<file path="src/rtl/pipe_pkg.sv">
// Shared definitions for the pipeline stage register and its skid buffer.
// Holds the stage state encoding and the default datapath/control/counter widths.
// No logic; imported by every file of the stage.
package pipe_pkg;

    localparam int DATA_W_DEF = 32;
    localparam int CTRL_W_DEF = 16;
    localparam int CNT_W_DEF  = 16;

    // EMPTY: main register invalid; FULL: main valid, skid empty; SKID: both valid
    typedef enum logic [1:0] {
        ST_EMPTY = 2'd0,
        ST_FULL  = 2'd1,
        ST_SKID  = 2'd2
    } stage_state_e;

endpackage : pipe_pkg

</file>
<file path="src/rtl/pipe_skid_buf.sv">
// Skid holding register: captures one beat the main register cannot take while stalled.
// Latency: loaded beat visible on o_* the cycle after i_load.
// Backpressure: none of its own; the owning stage decides when to load and clear it.
module pipe_skid_buf
    import pipe_pkg::*;
#(
    parameter int DATA_W = DATA_W_DEF,
    parameter int CTRL_W = CTRL_W_DEF
) (
    input  logic              clk,
    input  logic              rst_n,
    input  logic              i_load,
    input  logic              i_clear,
    input  logic [DATA_W-1:0] i_data,
    input  logic [CTRL_W-1:0] i_ctrl,
    output logic              o_valid,
    output logic [DATA_W-1:0] o_data,
    output logic [CTRL_W-1:0] o_ctrl
);

    logic              r_vld;
    logic [DATA_W-1:0] r_data;
    logic [CTRL_W-1:0] r_ctrl;

    // Hold one beat; clear wins so a flush never leaves a stale beat behind
    always_ff @(posedge clk or negedge rst_n) begin
        if (!rst_n) begin
            r_vld  <= 1'b0;
            r_data <= '0;
            r_ctrl <= '0;
        end else if (i_clear) begin
            r_vld  <= 1'b0;
        end else if (i_load) begin
            r_vld  <= 1'b1;
            r_data <= i_data;
            r_ctrl <= i_ctrl;
        end
    end

    assign o_valid = r_vld;
    assign o_data  = r_data;
    assign o_ctrl  = r_ctrl;

endmodule : pipe_skid_buf

</file>
<file path="src/rtl/pipe_stage_reg.sv">
// Registered pipeline stage with flush, masked control clearing and a saturating stall counter.
// Latency: 1 cycle from accepted beat to out_valid; out_data/out_ctrl held while stalled.
// Backpressure: PIPE_STAGE_SKID_EN defined -> skid beat + registered in_ready; else in_ready = !out_valid || out_ready.
module pipe_stage_reg
    import pipe_pkg::*;
#(
    parameter int                DATA_W         = DATA_W_DEF,
    parameter int                CTRL_W         = CTRL_W_DEF,
    parameter logic [CTRL_W-1:0] CTRL_KEEP_MASK = '0,
    parameter int                CNT_W          = CNT_W_DEF
) (
    input  logic              clk,
    input  logic              rst_n,
    input  logic              flush,
    input  logic              in_valid,
    output logic              in_ready,
    input  logic [DATA_W-1:0] in_data,
    input  logic [CTRL_W-1:0] in_ctrl,
    output logic              out_valid,
    input  logic              out_ready,
    output logic [DATA_W-1:0] out_data,
    output logic [CTRL_W-1:0] out_ctrl,
    output logic [CNT_W-1:0]  stall_cnt
);

    stage_state_e      r_state;
    logic              r_main_vld;
    logic [DATA_W-1:0] r_main_data;
    logic [CTRL_W-1:0] r_main_ctrl;
    logic [CNT_W-1:0]  r_stall_cnt;
    logic              w_accept;

    assign w_accept = in_valid && in_ready;

`ifdef PIPE_STAGE_SKID_EN
    logic              r_in_rdy;
    logic              w_skid_load;
    logic              w_skid_clear;
    logic              w_skid_vld;
    logic [DATA_W-1:0] w_skid_data;
    logic [CTRL_W-1:0] w_skid_ctrl;

    // A beat arriving while the main register is stalled parks in the skid buffer
    assign w_skid_load  = (r_state == ST_FULL) && w_accept && !out_ready && !flush;
    assign w_skid_clear = flush || ((r_state == ST_SKID) && out_ready);
    assign in_ready     = r_in_rdy;

    pipe_skid_buf #(
        .DATA_W (DATA_W),
        .CTRL_W (CTRL_W)
    ) u_skid (
        .clk     (clk),
        .rst_n   (rst_n),
        .i_load  (w_skid_load),
        .i_clear (w_skid_clear),
        .i_data  (in_data),
        .i_ctrl  (in_ctrl),
        .o_valid (w_skid_vld),
        .o_data  (w_skid_data),
        .o_ctrl  (w_skid_ctrl)
    );
`else
    // Without a skid slot the stage can only accept when the main register frees up this cycle
    assign in_ready = !r_main_vld || out_ready;
`endif

    // Stage FSM and main output register; flush overrides every handshake
    always_ff @(posedge clk or negedge rst_n) begin
        if (!rst_n) begin
            r_state     <= ST_EMPTY;
            r_main_vld  <= 1'b0;
            r_main_data <= '0;
            r_main_ctrl <= '0;
`ifdef PIPE_STAGE_SKID_EN
            r_in_rdy    <= 1'b1;
`endif
        end else if (flush) begin
            // Held beat may still be consumed downstream this cycle; nothing survives the edge
            r_state     <= ST_EMPTY;
            r_main_vld  <= 1'b0;
            r_main_ctrl <= r_main_ctrl & CTRL_KEEP_MASK;
`ifdef PIPE_STAGE_SKID_EN
            r_in_rdy    <= 1'b1;
`endif
        end else begin
            case (r_state)
                ST_EMPTY: begin
                    if (w_accept) begin
                        r_state     <= ST_FULL;
                        r_main_vld  <= 1'b1;
                        r_main_data <= in_data;
                        r_main_ctrl <= in_ctrl;
                    end
                end
                ST_FULL: begin
                    if (out_ready && w_accept) begin
                        r_main_data <= in_data;
                        r_main_ctrl <= in_ctrl;
                    end else if (out_ready) begin
                        // Drained with nothing behind it: unmasked control must read zero
                        r_state     <= ST_EMPTY;
                        r_main_vld  <= 1'b0;
                        r_main_ctrl <= r_main_ctrl & CTRL_KEEP_MASK;
                    end
`ifdef PIPE_STAGE_SKID_EN
                    else if (w_accept) begin
                        r_state  <= ST_SKID;
                        r_in_rdy <= 1'b0;
                    end
`endif
                end
`ifdef PIPE_STAGE_SKID_EN
                ST_SKID: begin
                    // Older beat leaves, skid beat moves up on the same edge to keep order
                    if (out_ready) begin
                        r_state     <= ST_FULL;
                        r_main_data <= w_skid_data;
                        r_main_ctrl <= w_skid_ctrl;
                        r_in_rdy    <= 1'b1;
                    end
                end
`endif
                default: begin
                    r_state    <= ST_EMPTY;
                    r_main_vld <= 1'b0;
                end
            endcase
        end
    end

    // Count stalled cycles, sticking at all-ones; flush leaves the count alone
    always_ff @(posedge clk or negedge rst_n) begin
        if (!rst_n) begin
            r_stall_cnt <= '0;
        end else if (r_main_vld && !out_ready && (r_stall_cnt != {CNT_W{1'b1}})) begin
            r_stall_cnt <= r_stall_cnt + CNT_W'(1);
        end
    end

    assign out_valid = r_main_vld;
    assign out_data  = r_main_data;
    assign out_ctrl  = r_main_ctrl;
    assign stall_cnt = r_stall_cnt;

endmodule : pipe_stage_reg

</file>
<file path="config.mk">
export PLATFORM = sky130hd
export DESIGN_NAME = pipe_stage_reg
export DESIGN_NICKNAME = d
export VERILOG_FILES = /design/src/rtl/pipe_pkg.sv /design/src/rtl/pipe_skid_buf.sv /design/src/rtl/pipe_stage_reg.sv
export SDC_FILE = /design/constraint.sdc
export NUM_CORES = 1
export LEC_CHECK = 0
export ABC_CLOCK_PERIOD_IN_PS = 2000
export CAP_MARGIN = 25
export CORE_AREA = 5 5 73 141
export CTS_BUF_LIST = sky130_fd_sc_hd__clkbuf_8
export DETAILED_ROUTE_END_ITERATION = 6
export DIE_AREA = 0 0 78 146
export PLACE_DENSITY_LB_ADDON = 0.15
export SLEW_MARGIN = 30
export SYNTH_ARGS = -nofsm -noshare
export SYNTH_HDL_FRONTEND = slang
export SYNTH_SLANG_ARGS = --single-unit
export TNS_END_PERCENT = 50
</file>
<file path="constraint.sdc">
create_clock -name clk -period 2 [get_ports clk]
set_input_delay 0.5 -clock clk [delete_from_list [all_inputs] [get_ports clk]]
set_output_delay 0.5 -clock clk [all_outputs]
set_load 0.005 [all_outputs]
</file>
# Word level (Yosys, flattened, before mapping)
# Cells that the tools add are included.
# classes
n_addsub	1
n_eq_ne	8
mux	18
bitwise	1
n_reduce_logical	13
# ops
operator	count
$mux 16	4
$mux 32	2
$pmux 32 s2	1
$pmux 16 s2	1
$add 16x1->16 const B	1
$ne 16x16->1 const B	1
$ne 3x3->1 const B	3
$mux 2	4
$reduce_and 3->1	2
$logic_and 1x1->1	4
$mux 1	4
$ne 2x2->1 const B	2
$ne 4x4->1 const B	1
$pmux 2 s2	1
$reduce_and 4->1	1
$reduce_bool 3->1	1
$eq 2x1->1 const B	1
$logic_not 1->1	2
$logic_not 2->1	1
$pmux 1 s2	1
$reduce_bool 2->1	1
$logic_or 1x1->1	1
$not 1->1	1
# word_totals
regBits	67
input_bits	53
out_inout_bits	66
elab_cells	46

# Longest topological paths before layout
# Gate-level depths: netlist of run 1.
# logic_depth
depth_word	7
ltp_mapped	6
ltp_nobuf	5

# Least setup slack after synthesis of run 1
# OpenSTA, ideal clock, no wires.
# synth_path
path_kind	register to register
start	register r_main_vld, in the netlist out_valid
end	register r_main_data[22], in the netlist out_data[22]
setup_time_ns	0.127
arrival_time_ns	1.489
required_time_ns	1.873
path_slack_ns	0.384
stages_incl_launch_ff	7
n_path_buf	3
synth_period_minus_slack_ns	1.616
path_cell_list	dfrtp_1 -> nor2b_1 -> buf_6 -> nor3b_2 -> buf_6 -> buf_6 -> mux2_1
# synth_via
elab_chain_cells	6
elab_cells_between_ends	7
classes_between	eq/ne: 2; reduce/logical: 5
# synth_rtl
element	line_no	rtl
from (decl)	pipe_stage_reg.sv:27	logic r_main_vld;
from (signal assigned)	pipe_stage_reg.sv:71	r_main_vld <= 1'b0;
from (signal assigned)	pipe_stage_reg.sv:80	r_main_vld <= 1'b0;
from (signal assigned)	pipe_stage_reg.sv:90	r_main_vld <= 1'b1;
$logic_not 1->1 *	pipe_stage_reg.sv:64	assign in_ready = !r_main_vld || out_ready;
$logic_or 1x1->1 *	pipe_stage_reg.sv:64	
$logic_and 1x1->1 *	pipe_stage_reg.sv:33	assign w_accept = in_valid && in_ready;
$logic_and 1x1->1	pipe_stage_reg.sv:96	if (out_ready && w_accept) begin
$ne 2x2->1 (no line)	-	
$reduce_and 4->1 (no line) *	-	
to (signal assigned)	pipe_stage_reg.sv:91	r_main_data <= in_data;
to (signal assigned)	pipe_stage_reg.sv:97	r_main_data <= in_data;
to (decl)	pipe_stage_reg.sv:28	logic [DATA_W-1:0] r_main_data;
# Mark *: on every way between the ends. The rest lies on a longest branch, timed or not.
# A chain may end at the register's enable or synchronous reset.

# Worst setup path in the final report of run 1
# layout_path
start	input port out_ready
end	output port in_ready
# layout_via
elab_chain_cells	1
# layout_rtl
element	line_no	rtl
from (decl)	pipe_stage_reg.sv:20	input logic out_ready,
$logic_or 1x1->1	pipe_stage_reg.sv:64	
to (decl)	pipe_stage_reg.sv:16	output logic in_ready,
# No other way between the ends.

==> impl_summary.txt, run 1 <==
----------------------------------------------------
[Route]
  Average wire per standard cell ... 17.50 um
  Vias ... just over 2000
  DRC viols ... 0
  First-pass iteration count of the detailed router ... 4
  Vias per Instance ... between 4 and 5
  Initial DRC count ... 50
  Remaining antenna violation count after routing ... 0
  Aggregate routed wire length ... roughly 7400 um

[Finish]
  Nets@finish ... 371
  Antenna cells ... 0
  Commonest non-fill, non-tap cell in the layout ... sky130_fd_sc_hd__clkdlybuf4s50_1
  Top library cells by usage in the layout, fill and taps aside ... sky130_fd_sc_hd__clkdlybuf4s50_1 (116), sky130_fd_sc_hd__dfrtp_1 (65), sky130_fd_sc_hd__mux2_2 (28)
  Number of fillers in the final layout ... 839
  Number of standard cells in the layout, taps in and fillers out ... 424
  Layout cell share with drive strength beyond 1 ... between 20 and 25%
  Post-layout utilization of the core ... 46.83%
  Layout overhead on the synthesized area ... 59.40%

[Setup path]
  Worst Setup Start Kind ... input pin
  Critical path origin ... out_ready
  Data arrival time of the worst path ... 1410 ps
  Crit path capture type ... output port
  Delay of the slowest cell on the worst path ... approximately 410 ps
  CP Class ... input pin to output port
  Data required time of the worst path ... approximately 1500 ps
  Launch instance of the worst register-to-register path ... out_valid$_DFFE_PN0P_
  Worst path cell trace ... clkdlybuf4s50_1 -> nor2b_1 -> inv_1 -> dlygate4sd2_1
  CP max FO ... 2
  Library cell contributing the largest single delay on the critical path ... sky130_fd_sc_hd__clkdlybuf4s50_1

[CTS]
  Later-pin clock latency in the skew report ... about 340 ps
  Cell at the root of the clock tree ... sky130_fd_sc_hd__clkbuf_8
  Clock Sinks ... 65
  Clock-pin slew on the worst setup and hold paths ... 70 ps
  CTS Buf Count ... 9
  TritonCTS clock tree ... built
  Count of H-tree levels built during CTS ... 3
  Maximum clock insertion buffer count ... 2
  Hold-fix buffer count after cts ... 0

[Yosys]
  Top post-synthesis cells by area ... sky130_fd_sc_hd__dfrtp_1 (61%), sky130_fd_sc_hd__mux2_2 (12%), sky130_fd_sc_hd__a22o_1 (5.3%)
  Cells after synthesis ... 184
  Mapped Area ... 2648 um^2
  Mean cell area of the mapped netlist ... 14.39 um^2
  Mux cell area share after synthesis ... 14.89%
  Distinct cell type count of the synthesized netlist ... 38
  Synth Area in Compound Gates ... 8.459%
  Simple logic cell fraction of the synthesized area ... 9.263%
  Synth top area share ... a little over 60%
  Sequential-to-total area share from yosys stat ... between 60% and 70%
  Adder-cell area share of the yosys netlist ... 0.4726%
  Leading area contributor after synthesis ... sky130_fd_sc_hd__dfrtp_1
  Synth Net Count ... 238
  Fraction of synthesized cell area in xor and xnor cells ... slightly below 3%
  Synth Register Bits ... 65
  Number of warnings reported in the yosys synthesis log ... 0
  Dominant combinational cell family by area after synthesis ... multiplexers

[GRT]
  First-pass GRT wire length ... 12080 um
  Initial antenna violation count ... 0
  Largest net degree at the start of global routing ... 66
  Number of global-route vias before repair ... around 2300
  Congestion Overflow GR ... 0
  Overall Global Routing Usage ... 13.79%

[STA]
  Endpoints failing setup ... 0
  Transition time at the pin with the least slew margin ... 645.1 ps
  RSZ-0062 raised after global routing ... false
  Shortest period the worst path allows ... 1912 ps
  Max Transition Viols Final ... 0
  Period Utilization, post-route ... 95.59%
  Max frequency ... 523.1 MHz
  Worst slew margin relative to its limit ... 56.95%
  Hold Fails Final Rpt ... 0
  Clock Skew ... 6.874 ps

[Floorplanning]
  Total Die Area ... roughly 11000 um^2
  Horizontal die dimension ... 78 um
  IO Pins ... roughly 120
  Area of the placeable core ... 9012 um^2
  Initial core utilization ... just under 30%
  Die height ... between 100 and 150 um
  Row count ... 49

[Pwr]
  Leakage component of the power ... approximately 1.8 nW
  Power Dens Cells ... 869.7 nW/um^2
  Peak ir drop on the vdd network ... around 0.56 mV

[Placement]
  RePlAce Congestion ... 0.7718
  Post-Place Cells ... ~400
  HPWL after detailed placement ... around 5500 um
  Number of buffer cells added on primary ports ... 118

[Job]
  Max cap viols ... 0

[Worst hold path]
  Worst hold-check path type ... input pin to async pin

[Outcome]
  Result of the run ... complete, no violations

----------------------------------------------------
per-stage QoR:
step                      power, W  hold slack, ps  instance area [um^2]  setup TNS, ps  setup slack, ps
after floorplan           0.001916           204.4                  2648              0            383.8
after global placement    0.002515           467.4                  4006          -7461           -167.6
after detailed placement  0.002525           479.3                  4006          -8532           -193.1
after CTS                 0.003756           154.0                  4220              0            71.55
after global routing      0.003887           159.6                  4220              0            18.93
final                     0.003670           155.7                  4220              0            88.15
worst max-delay path: cells and delay by family:
family / cells / cell delay (ps)
buffers and inverters: 3 / 760
and+or+nand+nor: 1 / 160
per-layer routing:
metal / wire length, um / part of all wire [%] / vias up / global-route usage [%]
met5: 0 / 0 / - / 0
met4: 132 / 1.8 / 0 / 5.415
met3: 696 / 9.4 / 10 / 6.753
met2: 4181 / 56 / 79 / 24.50
met1: 2411 / 32 / 1016 / 13.27
li1: - / - / 944 / -
final timing paths:
kind	cells after the start	endpoint	slack (ps)
worst max-delay path	4	in_ready	90
worst min-delay path	2	out_ctrl[1]$_DFFE_PN0P_	160
worst max register to register	5	out_data[14]$_DFFE_PN0P_	260
worst min register to register	1	out_data[25]$_DFFE_PN0P_	490
max in group asynchronous	2	stall_cnt[1]$_DFFE_PN0P_	1540
min in group clk	1	out_data[25]$_DFFE_PN0P_	490
registers in the layout (all words and copies together), names as in the netlist:
register,count
out_ctrl,16
out_data,32
out_valid,1
stall_cnt,16
report_power, final:
part	switching (W)	leakage (nW)	internal (W)
sequential	0.000153	0.818	0.00150
combinational	0.000273	0.840	0.000558
clock	0.000516	0.105	0.000676
total	0.000941	1.76	0.00273
cells in the mapped netlist (all sizes together):
cell type and instances:
a21oi 3, a22o 16, a31oi 4, and2 1
and3 4, and4 1, buf 7, dfrtp 65
ha 1, inv 2, mux2 35, nand2 5
nand2b 1, nand3 5, nand3b 1, nand4 4
nand4b 1, nor2 7, nor2b 1, nor3 3
nor3b 1, nor4 1, o2111ai 1, o211ai 1
o21a 1, o21ai 1, o31a 1, or4 1
xnor2 8, xor2 1
cell type report:
type,count,area [um^2],area share [%]
repair buffers,129,1282,30.39
clock inverters,4,50.05,1.186
clock buffers,12,165.2,3.913
multi-input cells,110,960.9,22.77
well taps,102,127.6,3.024
inverters,2,7.507,0.1779
flip-flops and latches,65,1627,38.54
cells by family (layout without fill, tap and decap cells):
group / after synthesis / after routing
xor gates and xnor gates: 9 / 9
buffers and inverters: 9 / 147
adders and majority gates: 1 / 1
and+or+nand+nor: 37 / 37
muxes: 35 / 35
AOI/OAI and AO/OA: 28 / 28
DFF: 65 / 65
timing repair:
item | in CTS | in global routing
resized for setup | 1 | 0
endpoints found under the hold margin | 0 | 0
endpoints found under the setup margin | 1 | 0
buffers inserted | 0 | 0
Power figures use the tool's default switching activity.
==> run 2, diff against run 1 <==
--- a/config.mk
+++ b/config.mk
@@ -7,10 +7,10 @@
 export LEC_CHECK = 0
 export ABC_CLOCK_PERIOD_IN_PS = 2000
 export CAP_MARGIN = 25
-export CORE_AREA = 5 5 73 141
+export CORE_AREA = 5 5 100 102
 export CTS_BUF_LIST = sky130_fd_sc_hd__clkbuf_8
 export DETAILED_ROUTE_END_ITERATION = 6
-export DIE_AREA = 0 0 78 146
+export DIE_AREA = 0 0 105 107
 export PLACE_DENSITY_LB_ADDON = 0.15
 export SLEW_MARGIN = 30
 export SYNTH_ARGS = -nofsm -noshare
==> run 2 against run 1 <==
  * Maximum frequency shrank 0.77%
  * Final area shrank 0.12%
  * Global-route usage shrank 0.85 points
  * Setup slack lost 15 ps
  * Flip-flop and latch count is the same
  * First-iteration DRC count grew 18%
  * Die area shrank 1.3%
  * Clock power grew 3%
  * Via count shrank 3.3%
  * Critical path depth is the same
  * Largest cell class unchanged
  * Critical endpoint unchanged
  * Utilization shrank 0.10 points
==> impl_summary.txt, run 2 (same netlist as run 1, synthesis figures left out) <==
----------------------------------------------------
[Setup path]
  CP Buf/Inv Count ... 3 (unchanged)
  Data required time of the worst path ... 1500 ps (about the same)
  CP max FO ... 2 (unchanged)
  FF-to-FF setup slack ... 270 ps (was 260 ps)
  Library cell contributing the largest single delay on the critical path ... sky130_fd_sc_hd__clkdlybuf4s50_1 (unchanged)
  Delay of the slowest cell on the worst path ... 410 ps (about the same)
  Worst path top cell family by delay ... buffers and inverters (unchanged)
  Launch instance of the worst register-to-register path ... stall_cnt[0]$_DFFE_PN0P_ (was out_valid$_DFFE_PN0P_)
  Crit path capture type ... output port (unchanged)
  Worst path cell trace ... clkdlybuf4s50_1 -> nor2b_1 -> inv_1 -> dlygate4sd2_1 (unchanged)
  CP Class ... input pin to output port (unchanged)
  Depth of the most critical reg-to-reg path ... 5 (unchanged)
  Capturing point of the worst reg2reg path ... stall_cnt[6]$_DFFE_PN0P_ (was out_data[14]$_DFFE_PN0P_)
  Data arrival time of the worst path ... 1430 ps (was 1410 ps)
  Worst Setup Start Kind ... input pin (unchanged)

[STA]
  Transition time at the pin with the least slew margin ... 670.3 ps (was 645.1 ps)
  RSZ-0062 raised after global routing ... false (unchanged)
  Shortest period the worst path allows ... 1927 ps (was 1912 ps)
  Worst slew margin relative to its limit ... 55.26% (was 56.95%)
  Endpoints failing setup ... 0 (unchanged)
  Period Utilization, post-route ... 96.33% (was 95.59%)
  Hold Fails Final Rpt ... 0 (unchanged)
  Max frequency ... 519.1 MHz (was 523.1 MHz)
  Final-layout worst hold slack ... 157.9 ps (was 155.7 ps)
  Clock Skew ... 8.363 ps (was 6.874 ps)
  Max Transition Viols Final ... 0 (unchanged)

[Finish]
  Final Instance Area ... 4215 um^2 (was 4220 um^2)
  Layout cell share with drive strength beyond 1 ... 20.25% (was 20.50%)
  Largest register FFs ... 32 (unchanged)
  Number of fillers in the final layout ... 842 (was 839)
  Commonest non-fill, non-tap cell in the layout ... sky130_fd_sc_hd__clkdlybuf4s50_1 (unchanged)
  Nets@finish ... 370 (was 371)
  Layout overhead on the synthesized area ... 59.22% (was 59.40%)
  Sequential cell area ... 1627 um^2 (unchanged)
  Top library cells by usage in the layout, fill and taps aside ... sky130_fd_sc_hd__clkdlybuf4s50_1 (116), sky130_fd_sc_hd__dfrtp_1 (65), sky130_fd_sc_hd__mux2_2 (28) (unchanged)
  Area used by multi-input combinational logic ... 960.9 um^2 (unchanged)
  Antenna cells ... 0 (unchanged)

[Floorplanning]
  Horizontal die dimension ... 105 um (was 78 um)
  Total Die Area ... 11240 um^2 (was 11390 um^2)
  IO Pins ... 119 (unchanged)
  Die height ... 107 um (was 146 um)
  Initial core utilization ... 29.35% (was 29.38%)
  Area of the placeable core ... 9021 um^2 (was 9012 um^2)
  Row count ... 35 (was 49)

[GRT]
  First-pass GRT wire length ... 11670 um (was 12080 um)
  Number of global-route vias before repair ... 2199 (was 2252)
  Congestion Overflow GR ... 0 (unchanged)
  Largest net degree at the start of global routing ... 66 (unchanged)
  Initial antenna violation count ... 0 (unchanged)
  Overall Global Routing Usage ... 12.93% (was 13.79%)

[CTS]
  Clock-pin slew on the worst setup and hold paths ... 80 ps (was 70 ps)
  Clock Sinks ... 65 (unchanged)
  Hold-fix buffer count after cts ... 0 (unchanged)
  CTS Buf Count ... 9 (unchanged)
  TritonCTS clock tree ... built (unchanged)
  Count of cells resized by post-cts repair ... 1 (unchanged)
  Maximum clock insertion buffer count ... 2 (unchanged)
  Post CTS Setup Buffer Count ... 0 (unchanged)
  Later-pin clock latency in the skew report ... 330 ps (was 340 ps)
  Cell at the root of the clock tree ... sky130_fd_sc_hd__clkbuf_8 (unchanged)
  Count of H-tree levels built during CTS ... 3 (unchanged)

[Placement]
  DP Area ... 3998 um^2 (was 4006 um^2)
  RePlAce Congestion ... 0.7389 (was 0.7718)
  Number of buffer cells added on primary ports ... 118 (unchanged)
  HPWL after detailed placement ... 5057 um (was 5540 um)

[Pwr]
  Leakage component of the power ... 1.759 nW (was 1.763 nW)
  Sum of internal, switching and leakage power ... 0.003703 W (was 0.003670 W)
  Power Dens Cells ... 878.5 nW/um^2 (was 869.7 nW/um^2)
  Peak ir drop on the vdd network ... 0.3522 mV (was 0.5599 mV)

[Route]
  DRC viols ... 0 (unchanged)
  First-pass iteration count of the detailed router ... 4 (unchanged)
  Aggregate routed wire length ... 6878 um (was 7421 um)
  Initial DRC count ... 59 (was 50)
  Vias per Instance ... 4.586 (was 4.833)
  Average wire per standard cell ... 15.92 um (was 17.50 um)
  Remaining antenna violation count after routing ... 0 (unchanged)
  Vias ... 1981 (was 2049)

[Worst hold path]
  Worst hold-check path type ... input pin to async pin (unchanged)

[Outcome]
  Result of the run ... complete, no violations (unchanged)

[Job]
  Max cap viols ... 0 (unchanged)

----------------------------------------------------
==> run 2: how the worst max path moves through the flow <==
stage / startpoint / to / slack (ps) / cells after the start
global placement: out_ready / out_data[1]$_DFFE_PN0P_ / -150 / 6
floorplan: out_valid$_DFFE_PN0P_ / out_data[22]$_DFFE_PN0P_ / 380 / 6
global route: out_ready / in_ready / 30 / 4
finish: out_ready / in_ready / 70 / 4
detailed placement: out_ready / out_data[30]$_DFFE_PN0P_ / -140 / 6
CTS: out_ready / in_ready / 70 / 4
==> run 2: report_power, final <==
part	total, W	internal [W]	switching [W]	leakage, nW
logic	0.000830	0.000555	0.000276	0.832
clock network	0.00123	0.000702	0.000527	0.109
registers	0.00164	0.00150	0.000149	0.818
==> run 2: area by class of cell <==
cell class / instances / share of cell area [%]
clock buffer: 9 / 2.939
clock inverter: 7 / 2.256
inverter: 2 / 0.1781
multi-input combinational: 110 / 22.80
sequential: 65 / 38.59
tap: 111 / 3.295
timing repair buffer: 128 / 29.95
==> run 2: per-stage QoR <==
stage | utilization [%] | TNS, ps | std cells | worst slack (ps)
after global placement | 44.31 | -6078 | 416 | -148.2
after global routing | 46.73 | 0 | 432 | 32.20
final | 46.73 | 0 | 432 | 73.41
after floorplan | - | 0 | 184 | 383.8
after detailed placement | 44.31 | -6244 | 416 | -143.1
after CTS | 46.73 | 0 | 432 | 72.05
==> run 2: routing by layer <==
layer / track usage (%) / part of all wire [%] / vias to the layer above
met1: 16.37 / 44 / 975
met5: 0 / 0 / -
li1: - / - / 938
met2: 19.69 / 47 / 62
met3: 5.178 / 8.3 / 6
met4: 5.205 / 1.2 / 0
==> run 2: worst register-to-register path, delay by kind of cell, from the launching register on <==
family	cells	cell delay [ps]
and+or+nand+nor	3	860
DFF	1	420
adders and majority gates	1	260
xor gates and xnor gates	1	110
==> run 3, diff against run 2 <==
--- a/config.mk
+++ b/config.mk
@@ -6,12 +6,13 @@
 export NUM_CORES = 1
 export LEC_CHECK = 0
 export ABC_CLOCK_PERIOD_IN_PS = 2000
-export CAP_MARGIN = 25
+export CAP_MARGIN = 20
 export CORE_AREA = 5 5 100 102
 export CTS_BUF_LIST = sky130_fd_sc_hd__clkbuf_8
 export DETAILED_ROUTE_END_ITERATION = 6
 export DIE_AREA = 0 0 105 107
 export PLACE_DENSITY_LB_ADDON = 0.15
+export SKIP_CTS_REPAIR_TIMING = 1
 export SLEW_MARGIN = 30
 export SYNTH_ARGS = -nofsm -noshare
 export SYNTH_HDL_FRONTEND = slang
==> run 3 against run 2 <==
  * Die area unchanged
  * Wire length is essentially flat
  * Combinational power about the same
  * Final area hardly changed
  * Register-to-register slack hardly changed
  * Sequential power about the same
  * Worst hold slack stayed put
  * Critical path depth fell by 3
  * Utilization hardly changed
  * Setup slack gained 72 ps
  * Clock skew unchanged
  * Via count is the same
  * Critical endpoint is now stall_cnt[4]
  * Largest cell class unchanged
  * Largest power group unchanged
==> impl_summary.txt, run 3 (same netlist as run 1, synthesis figures left out) <==
----------------------------------------------------
[Route]
  First-pass iteration count of the detailed router ... 4 (unchanged)
  Average wire per standard cell ... 15.92 um (about the same)
  Remaining antenna violation count after routing ... 0 (unchanged)
  Initial DRC count ... 59 (unchanged)
  Aggregate routed wire length ... 6879 um (was 6878 um)
  Vias per Instance ... 4.586 (unchanged)
  DRC viols ... 0 (unchanged)
  Vias ... 1981 (unchanged)

[CTS]
  Count of H-tree levels built during CTS ... 3 (unchanged)
  Cell at the root of the clock tree ... sky130_fd_sc_hd__clkbuf_8 (unchanged)
  Clock Sinks ... 65 (unchanged)
  Maximum clock insertion buffer count ... 2 (unchanged)
  CTS Buf Count ... 9 (unchanged)
  Later-pin clock latency in the skew report ... 330 ps (about the same)
  Clock-pin slew on the worst setup and hold paths ... 80 ps (about the same)
  TritonCTS clock tree ... built (unchanged)

[Finish]
  Nets@finish ... 370 (unchanged)
  Top library cells by usage in the layout, fill and taps aside ... sky130_fd_sc_hd__clkdlybuf4s50_1 (116), sky130_fd_sc_hd__dfrtp_1 (65), sky130_fd_sc_hd__mux2_2 (28) (unchanged)
  Largest register FFs ... 32 (unchanged)
  Layout overhead on the synthesized area ... 59.36% (was 59.22%)
  Number of fillers in the final layout ... 840 (was 842)
  Area used by multi-input combinational logic ... 960.9 um^2 (unchanged)
  Commonest non-fill, non-tap cell in the layout ... sky130_fd_sc_hd__clkdlybuf4s50_1 (unchanged)
  Sequential cell area ... 1627 um^2 (unchanged)
  Layout cell share with drive strength beyond 1 ... 20.25% (unchanged)
  Antenna cells ... 0 (unchanged)

[STA]
  Setup tns final ... 0 ps (unchanged)
  Endpoints failing setup ... 0 (unchanged)
  Final-layout worst hold slack ... 157.9 ps (unchanged)
  Period Utilization, post-route ... 92.74% (was 96.33%)
  Max frequency ... 539.1 MHz (was 519.1 MHz)
  RSZ-0062 raised after global routing ... false (unchanged)
  Hold Fails Final Rpt ... 0 (unchanged)
  Max Transition Viols Final ... 0 (unchanged)
  Shortest period the worst path allows ... 1855 ps (was 1927 ps)
  Worst slew margin relative to its limit ... 55.26% (unchanged)
  Transition time at the pin with the least slew margin ... 670.3 ps (about the same)
  Clock Skew ... 8.363 ps (unchanged)

[Pwr]
  Clock network power share ... 33.2% (about the same)
  Sum of internal, switching and leakage power ... 0.003704 W (was 0.003703 W)
  Power Dens Cells ... 877.8 nW/um^2 (was 878.5 nW/um^2)
  Leakage component of the power ... 1.763 nW (was 1.759 nW)
  Part of the total power dissipated in sequential elements ... 44.4% (about the same)
  Power spent charging and discharging nets ... 0.0009519 W (was 0.0009516 W)
  Proportion of power drawn by combinational gates ... 22.4% (about the same)
  Internal ... 0.002752 W (was 0.002751 W)
  Switching fraction of total power ... 25.70% (about the same)
  Peak ir drop on the vdd network ... 0.3522 mV (about the same)

[Setup path]
  Worst path cell trace ... clkdlybuf4s50_1 (was clkdlybuf4s50_1 -> nor2b_1 -> inv_1 -> dlygate4sd2_1)
  Delay of the slowest cell on the worst path ... 560 ps (was 410 ps)
  Worst path top cell family by delay ... buffers and inverters (unchanged)
  Depth of the most critical reg-to-reg path ... 5 (unchanged)
  Crit path capture type ... output port (unchanged)
  CP Class ... flop to output port (was input pin to output port)
  CP max FO ... 5 (was 2)
  Library cell contributing the largest single delay on the critical path ... sky130_fd_sc_hd__clkdlybuf4s50_1 (unchanged)
  Logic depth of the worst setup path including buffers ... 1 (was 4)
  CP Buf/Inv Count ... 1 (was 3)
  Data required time of the worst path ... 1500 ps (about the same)
  Data arrival time of the worst path ... 1350 ps (was 1430 ps)
  Worst Setup Start Kind ... flop (was input pin)

[Placement]
  HPWL after detailed placement ... 5057 um (unchanged)
  RePlAce Congestion ... 0.7389 (unchanged)
  Number of buffer cells added on primary ports ... 118 (unchanged)

[Floorplanning]
  Horizontal die dimension ... 105 um (unchanged)
  Die height ... 107 um (unchanged)
  IO Pins ... 119 (unchanged)
  Total Die Area ... 11240 um^2 (unchanged)
  Row count ... 35 (unchanged)
  Area of the placeable core ... 9021 um^2 (unchanged)
  Initial core utilization ... 29.35% (unchanged)

[Job]
  Max cap viols ... 0 (unchanged)

[GRT]
  Congestion Overflow GR ... 0 (unchanged)
  Number of global-route vias before repair ... 2199 (unchanged)
  First-pass GRT wire length ... 11650 um (was 11670 um)
  Largest net degree at the start of global routing ... 66 (unchanged)
  Initial antenna violation count ... 0 (unchanged)
  Overall Global Routing Usage ... 12.92% (was 12.93%)

[Outcome]
  Result of the run ... complete, no violations (unchanged)

[Worst hold path]
  Worst hold-check path type ... input pin to async pin (unchanged)

----------------------------------------------------
[run 3: final timing paths]
kind,from,endpoint,slack (ps)
max in group asynchronous,rst_n,out_ctrl[14]$_DFFE_PN0P_,1530
setup reg to reg,stall_cnt[0]$_DFFE_PN0P_,stall_cnt[6]$_DFFE_PN0P_,270
hold reg to reg,out_data[23]$_DFFE_PN0P_,out_data[23]$_DFFE_PN0P_,490
hold / removal,rst_n,stall_cnt[0]$_DFFE_PN0P_,160
setup / recovery,stall_cnt[4]$_DFFE_PN0P_,stall_cnt[4],150
min in group clk,out_data[23]$_DFFE_PN0P_,out_data[23]$_DFFE_PN0P_,490
[run 3: cell type report]
class                   count  area share [%]
clock buffers               9           2.936
clock inverters             7           2.254
inverters                   2          0.1779
multi-input cells         110           22.78
flip-flops and latches     65           38.55
well taps                 111           3.292
repair buffers            128           30.01
[run 3: power by group through the flow]
stage                     clock network, W  logic [W]  registers [W]
after floorplan                          0   0.000255        0.00166
after global placement                   0   0.000834        0.00167
after detailed placement                 0   0.000846        0.00167
after CTS                          0.00128   0.000848        0.00164
after global routing               0.00134   0.000909        0.00168
final                              0.00123   0.000831        0.00164
[run 3: metal layers]
layer / GRT usage, % / part of all wire, %
met1: 16.37 / 44
met2: 19.69 / 47
met3: 5.117 / 8.2
met4: 5.205 / 1.2
met5: 0 / 0
[run 3: stage by stage]
step                instances  cell area, um^2  setup WS (ps)  util, %
global route              432             4219          67.11    46.77
CTS                       432             4217         -140.5    46.74
detailed placement        416             3998         -143.1    44.31
global placement          416             3998         -148.2    44.31
floorplan                 184             2648          383.8        -
finish                    432             4219          145.1    46.77
